**config.mk**
```make
export PLATFORM = sky130hd
export DESIGN_NAME = pmem_loader
export DESIGN_NICKNAME = d
export VERILOG_FILES = /design/src/rtl/pmem_loader.sv
export SDC_FILE = /design/constraint.sdc
export NUM_CORES = 1
export LEC_CHECK = 0
export BUFFER_PORTS_ARGS = -buffer_cell sky130_fd_sc_hd__buf_2
export CORE_ASPECT_RATIO = 2
export CORE_MARGIN = 2
export CORE_UTILIZATION = 45
export CTS_BUF_LIST = sky130_fd_sc_hd__clkbuf_8
export DETAILED_ROUTE_END_ITERATION = 7
export PLACE_DENSITY_LB_ADDON = 0.25
export SYNTH_ARGS = -nofsm -noshare
export SYNTH_HDL_FRONTEND = slang
export SYNTH_SLANG_ARGS = --single-unit
```
**constraint.sdc**
```tcl
create_clock -name clock -period 3.3 [get_ports clock]
set_input_delay 0.66 -clock clock [delete_from_list [all_inputs] [get_ports clock]]
set_output_delay 0.66 -clock clock [all_outputs]
set_load 0.03 [all_outputs]
```
**src/rtl/pmem_loader.sv**
```systemverilog
// Program-memory loader: packs UART bytes (big-endian) into 32-bit words and
// writes them to program memory from address 0, stalling the CPU meanwhile.
//
// state | meaning
// IDLE  | waiting for start after reset
// RECV  | collecting bytes and writing words, cpu_hold asserted
// DONE  | terminator word written, outputs held
// ERROR | memory filled without a terminator, outputs held
module pmem_loader #(
    parameter int          ADDR_W    = 11,
    parameter int          MAX_WORDS = 2 ** ADDR_W,
    parameter logic [31:0] END_WORD  = 32'hFFFF_FFFF
) (
    input  logic              clock,
    input  logic              reset,
    input  logic              start,
    input  logic [7:0]        rx_data,
    input  logic              rx_valid,
    output logic              mem_we,
    output logic [ADDR_W-1:0] mem_addr,
    output logic [31:0]       mem_wdata,
    output logic              cpu_hold,
    output logic              done,
    output logic              error,
    output logic [ADDR_W:0]   word_count
);

    typedef enum logic [1:0] {IDLE, RECV, DONE, ERROR} state_t;

    localparam logic [ADDR_W-1:0] ADDR_LAST = ADDR_W'(MAX_WORDS - 1);
    localparam logic [ADDR_W-1:0] ADDR_ONE  = ADDR_W'(1);
    localparam logic [ADDR_W:0]   CNT_ONE   = (ADDR_W + 1)'(1);

    state_t              state, state_d;
    logic [1:0]          byte_idx, byte_idx_d;
    logic [23:0]         byte_buf, byte_buf_d;
    logic                mem_we_d, cpu_hold_d, done_d, error_d;
    logic [ADDR_W-1:0]   mem_addr_d;
    logic [31:0]         mem_wdata_d;
    logic [ADDR_W:0]     word_count_d;

    // State and output registers; reset drops the write strobe and the stall at once.
    always_ff @(posedge clock or posedge reset) begin
        if (reset) begin
            state      <= IDLE;
            byte_idx   <= 2'd0;
            byte_buf   <= 24'd0;
            mem_we     <= 1'b0;
            mem_addr   <= '0;
            mem_wdata  <= 32'd0;
            cpu_hold   <= 1'b0;
            done       <= 1'b0;
            error      <= 1'b0;
            word_count <= '0;
        end else begin
            state      <= state_d;
            byte_idx   <= byte_idx_d;
            byte_buf   <= byte_buf_d;
            mem_we     <= mem_we_d;
            mem_addr   <= mem_addr_d;
            mem_wdata  <= mem_wdata_d;
            cpu_hold   <= cpu_hold_d;
            done       <= done_d;
            error      <= error_d;
            word_count <= word_count_d;
        end
    end

    // Next-state logic: session start, byte assembly, write strobe and termination.
    always_comb begin
        state_d      = state;
        byte_idx_d   = byte_idx;
        byte_buf_d   = byte_buf;
        mem_we_d     = 1'b0;
        mem_addr_d   = mem_addr;
        mem_wdata_d  = mem_wdata;
        cpu_hold_d   = cpu_hold;
        done_d       = done;
        error_d      = error;
        word_count_d = word_count;

        case (state)
            RECV: begin
                // Termination is decided while the word is being written, so
                // the last word is always both written and counted.
                if (mem_we) begin
                    mem_addr_d   = mem_addr + ADDR_ONE;
                    word_count_d = word_count + CNT_ONE;
                    if (mem_wdata == END_WORD) begin
                        state_d    = DONE;
                        done_d     = 1'b1;
                        cpu_hold_d = 1'b0;
                    end else if (mem_addr == ADDR_LAST) begin
                        state_d    = ERROR;
                        error_d    = 1'b1;
                        cpu_hold_d = 1'b0;
                    end
                end
                // Bytes 0..2 wait in byte_buf; byte 3 completes the word into
                // mem_wdata, leaving byte_buf free for a byte on the write cycle.
                if (rx_valid) begin
                    byte_buf_d = {byte_buf[15:0], rx_data};
                    byte_idx_d = byte_idx + 2'd1;
                    if (byte_idx == 2'd3) begin
                        mem_we_d    = 1'b1;
                        mem_wdata_d = {byte_buf, rx_data};
                    end
                end
            end
            default: begin
                if (start) begin
                    state_d      = RECV;
                    byte_idx_d   = 2'd0;
                    mem_addr_d   = '0;
                    word_count_d = '0;
                    done_d       = 1'b0;
                    error_d      = 1'b0;
                    cpu_hold_d   = 1'b1;
                end
            end
        endcase
    end

endmodule

```
==> impl_metrics.yaml, run 1 <==
synth:
  synth_seq_cells: 87
  async_flop_share_pct: 100.0
  syn-instance-count: 328
  synth_nets: 343
  post_synth_main_area_contributors: "dfrtp_1, mux2_1, nand2_1"
  yosysWarnings: 0
  synth.most_common_cell: "dfrtp_1"
  seq_area_frac_synth_pct: 58.94
  synth_top_area_share_pct: 58.94
  synth_top_area_cell: "dfrtp_1"
  synthTopCellsByCount: "dfrtp_1, nand2_1, mux2_1, nand4_1, nor2_1"
  synth_cell_types: 45
  syn_avg_cell_area_sq_um: 11.26
  synth_edf_count: 0
  synthFlopType: "dfrtp_1"
  synth_area_sq_mm: 0.003694
route:
  drt-pass1-iter-count: 6
  wl_um: 7862
  via_per_inst: 5.359
  vias: 2669
  wire_per_inst_um: 15.79
  route.detailed.drc: 0
  ant_nets: 0
  dr.first_iter.drc_count: 140
sta:
  rsz0062_at_grt: "false"
  hold_viol_final: 0
  worst_pin_slew_ns: 0.9674
  timing.hold.ws_ns: 0.3312
  fmax_mhz: 408.7
  fin_skew_ns: 0.008526
  setup-tns-final_ns: 0
  slew_headroom_pct: 35.51
  maxSlewViolCount: 0
  period_minus_slack_ns: 2.447
  setup_viol: 0
  post-route-period-util_pct: 74.15
grt:
  grt_use_total_pct: 18.99
  grt_pass1_wl_um: 12820
  antenna_found_initial: 0
  grt_pass1_vias: 2581
  grt_overflow_total: 0
  grt_max_degree: 57
placement:
  dp_hpwl_um: 5621
  io_buffers: 70
  gp_congestion: 0.7201
floorplanning:
  die_w_um: 68.06
  num_rows: 46
  design.die.area_sq_mm: 0.008992
  start_util_pct: 46.50
  fp.dieH_um: 132.1
  core-area_sq_mm: 0.007943
  num_io_pins: 71
critical_path:
  arrival_ns: 2.68
  startpoint: "state[0]"
  cp-start-kind: "register"
  crit_path_end_kind: "register"
  r2r_start: "state[0]"
  path_class: "reg -> reg"
  cp.required_ns: 3.54
  path_max_fanout: 33
clock_tree:
  postCtsHoldBufs: 0
  tritoncts: "yes"
  cts_resized: 0
  clk_latency_ns: 0.36
  clk_root_buffer_cell: "clkbuf_8"
  cts_sinks: 87
  h-tree-depth: 3
  cts_setup_buffers: 0
  cts_buffers: 9
  clkTransAtPathRegs_ns: 0.09
  clk_path_buf_depth: 2
final_layout:
  drive_above_1_share_pct: 24.38
  antennaDiodeCount: 0
  area_growth_pct: 16.60
  finalNetCount: 412
  multi_input_area_sq_mm: 0.001400
  fillCellCount: 730
  seq_area_sq_mm: 0.002177
outcome:
  status: "complete, no violations"
worst_hold_path:
  hold_class: "in -> async"
pwr:
  peakVddDrop_v: 0.0004813
  power_density_mw_per_mm2: 802.3
  leakagePower_nw: 2.187
job:
  max_cap_viol_count: 0
## worst max-delay path, stage by stage, from the launching register on
cell	delay (ns)
dfrtp_1	0.43
nor2b_2	0.18
and2_1	0.78
nand2_4	0.48
mux2_1	0.45
## layout make-up
type	count	share of cell area (%)
Multi-Input combinational cell	224	32.51
Clock inverter	6	1.976
Clock buffer	10	3.196
Tap cell	96	2.789
Inverter	4	0.3777
Timing Repair Buffer	71	8.600
Sequential cell	87	50.55
## worst paths after layout
path / endpoint / cells past startpoint / slack (ns)
setup / recovery: mem_wdata[8] / 4 / 0.85
hold / removal: mem_wdata[17] / 2 / 0.33
setup reg to reg: mem_wdata[8] / 4 / 0.85
hold reg to reg: byte_buf[16] / 2 / 0.47
max in group asynchronous: byte_idx[0] / 3 / 2.28
min in group clock: byte_buf[16] / 2 / 0.47
## placed cells by master (no fill, tap or decap), types with 2 or more instances in the layout
master      n
or3_1       3
or4_1       3
xnor2_1     6
ha_1        3
nor4_1      2
o31ai_1     3
nor2_1     13
buf_2      70
xor2_1      6
nand4_1    14
a22o_2      2
nand3_1     7
bufinv_16   2
dfrtp_1    87
mux2_2      3
clkinv_2    2
nand2_1    86
clkbuf_8   10
nand2b_1    2
and3_1      4
nor3_1      4
a21oi_1     6
inv_1       4
o21ai_0     9
mux2_1     29
## logic make-up after synthesis
kind of cell | Yosys count | share of synthesized area [%]
AO/OA/AOI/OAI | 27 | 5.048
XOR/XNOR | 12 | 2.846
adder cells (fa/ha/maj) | 3 | 1.016
buffers and inverters | 17 | 3.150
flip-flops | 87 | 58.94
multiplexers | 32 | 9.756
AND/OR/NAND/NOR | 150 | 19.24
## report_power, final
part / switching, mW / leakage (nW) / internal [mW]
sequential: 0.231 / 1.11 / 1.35
combinational: 0.721 / 0.964 / 0.338
clock: 0.376 / 0.114 / 0.444
## per-layer routing
| layer | part of all wire (%) | track usage [%] | vias to the layer above |
|---|---|---|---|
| met5 | 0 | 0 | - |
| met4 | 1.7 | 6.333 | 0 |
| met3 | 3.7 | 4.611 | 8 |
| met2 | 55 | 32.58 | 55 |
| met1 | 40 | 22.45 | 1339 |
| li1 | - | - | 1267 |
## through the flow
| step | cell area (sq um) | std cells | worst slack [ns] | power, mW | utilization [%] |
|---|---|---|---|---|---|
| 4_1_cts | 4307 | 498 | 0.7883 | 3.499 | 54.22 |
| 5_1_grt | 4307 | 498 | 0.6347 | 3.643 | 54.22 |
| 6_report | 4307 | 498 | 0.8530 | 3.455 | 54.22 |
| 3_5_place_dp | 4084 | 482 | 0.6795 | 2.672 | 51.42 |
| 3_3_place_gp | 4084 | 482 | 0.7513 | 2.643 | 51.42 |
| 2_1_floorplan | 3694 | 328 | 0.3898 | 2.327 | - |
## flip-flops by register name, summed over array words and instances (netlist names), 2 cells and up
register / count
state: 2
word_count: 12
mem_addr: 11
byte_buf: 24
byte_idx: 2
mem_wdata: 32
No activity file was read; power rests on OpenSTA's default activity.
==> run 2: changes to the inputs <==
==> constraint.sdc (replaced) <==
create_clock -name clock -period 2.5 [get_ports clock]
set_input_delay 0.5 -clock clock [delete_from_list [all_inputs] [get_ports clock]]
set_output_delay 0.5 -clock clock [all_outputs]
set_load 0.03 [all_outputs]
==> run 2 against run 1 <==
- final area decreased by 0.23%
- clock skew decreased by 0.0038 ns
- flip-flop and latch count unchanged
- maximum frequency increased by 36%
- final cell count increased by 0.80%
- critical path type unchanged
==> impl_metrics.yaml, run 2 (synthesis results as in run 1) <==
outcome:
  status: "complete, no violations"
final_layout:
  finalNetCount: 417
  largest_reg_flops: 32
  antennaDiodeCount: 0
  fillCellCount: 734
  final_cell_mix: "dfrtp_1, nand2_1, buf_2, mux2_1, nand4_1"
  area_growth_pct: 16.33
  drive_above_1_share_pct: 25.37
  finalNonFillerCells: 502
  regMostFlops: "mem_wdata"
  final_common_cell: "dfrtp_1"
  multi_input_area_sq_mm: 0.001400
  top_regs: "mem_wdata x32, byte_buf x24, word_count x12"
  seq_area_sq_mm: 0.002177
critical_path:
  arrival_ns: 2.08
  critical_path_buf_inv_count: 0
  crit_path_end_kind: "register"
  slowest_stage: "or4_1"
  reg2reg_slack_ns: 0.71
  cp_top_family: "simple AND/OR/NAND/NOR gates"
  cp-start-kind: "register"
  cp.required_ns: 2.79
  crit_chain: "and3b_1 -> a21oi_4 -> or4_1 -> a21oi_1"
  path_max_fanout: 13
  r2r_start: "state[1]"
  rr_endpoint: "word_count[9]"
  cpPeakStageDelay_ns: 0.52
  path_class: "reg -> reg"
  worst-path-stages: 4
  r2r_cells: 4
placement:
  dp.cells: 487
  io_buffers: 70
  gp_congestion: 0.7556
  dp_hpwl_um: 5762
grt:
  grt_overflow_total: 0
  grt_use_total_pct: 20.25
  grt_pass1_wl_um: 13570
  grt_pass1_vias: 2648
  grt_max_degree: 34
  antenna_found_initial: 0
route:
  ant_nets: 0
  vias: 2632
  wire_per_inst_um: 16.30
  drt-pass1-iter-count: 4
  route.detailed.drc: 0
  via_per_inst: 5.243
  dr.first_iter.drc_count: 155
  wl_um: 8183
sta:
  hold_viol_final: 0
  maxSlewViolCount: 0
  setup_viol: 0
  slew_headroom_pct: 50.06
  post-route-period-util_pct: 71.79
  period_minus_slack_ns: 1.795
  timing.hold.ws_ns: 0.2507
  setup-tns-final_ns: 0
  rsz0062_at_grt: "false"
  fin_skew_ns: 0.004734
  fmax_mhz: 557.2
  worst_pin_slew_ns: 0.7475
clock_tree:
  tritoncts: "yes"
  clkTransAtPathRegs_ns: 0.09
  cts_setup_buffers: 0
  clk_root_buffer_cell: "clkbuf_8"
  h-tree-depth: 3
  postCtsHoldBufs: 0
  cts_resized: 0
  cts_sinks: 87
  clk_path_buf_depth: 2
  clk_latency_ns: 0.36
  cts_buffers: 9
floorplanning:
  design.die.area_sq_mm: 0.008992
  core-area_sq_mm: 0.007943
  start_util_pct: 46.50
  die_w_um: 68.06
  fp.dieH_um: 132.1
  num_io_pins: 71
  num_rows: 46
pwr:
  power_density_mw_per_mm2: 1021
  p_clk_share_pct: 20.4
  peakVddDrop_v: 0.0007206
  leakagePower_nw: 2.182
  p_sw_share_pct: 40.44
  pwr-share-seq_pct: 47.4
  combPwrFrac_pct: 32.1
  cellInternalPower_mw: 2.613
  p_switching_mw: 1.774
worst_hold_path:
  hold_class: "in -> async"
job:
  max_cap_viol_count: 0
[run 2: final cells by class]
type | count | area share, %
Timing Repair Buffer | 76 | 9.493
Clock buffer | 10 | 3.203
Inverter | 4 | 0.4368
Clock inverter | 5 | 0.8154
Tap cell | 96 | 2.796
Multi-Input combinational cell | 224 | 32.59
Sequential cell | 87 | 50.67
[run 2: metal layers]
layer,global-route usage (%),part of all wire (%),wire [um]
met1,24.42,41,3339
met2,34.25,54,4414
met3,3.928,3.6,295
met4,8.111,1.6,134
met5,0,0,0
[run 2: worst max path at each step]
| stage | startpoint | end | slack (ns) |
|---|---|---|---|
| after global placement | state[1] | word_count[10] | 0.79 |
| after CTS | state[1] | word_count[9] | 0.70 |
| after detailed placement | state[1] | word_count[9] | 0.72 |
| after floorplan | mem_addr[0] | cpu_hold | 0.77 |
| after global routing | mem_addr[0] | cpu_hold | 0.60 |
| final | state[1] | word_count[9] | 0.71 |
[run 2: stage by stage]
step	total power, mW	util (%)	cell area [sq um]	setup slack [ns]
floorplan	3.072	-	3697	0.7671
global placement	3.505	51.92	4124	0.7904
detailed placement	3.541	51.92	4124	0.7203
CTS	4.441	54.10	4297	0.7010
global route	4.652	54.10	4297	0.6023
finish	4.386	54.10	4297	0.7052
[run 2: power groups by stage]
stage	registers (mW)	logic (mW)	clock network, mW
3_3_place_gp	2.10	1.40	0
3_5_place_dp	2.12	1.43	0
4_1_cts	2.09	1.43	0.923
5_1_grt	2.15	1.52	0.984
6_report	2.08	1.41	0.896
2_1_floorplan	2.62	0.450	0
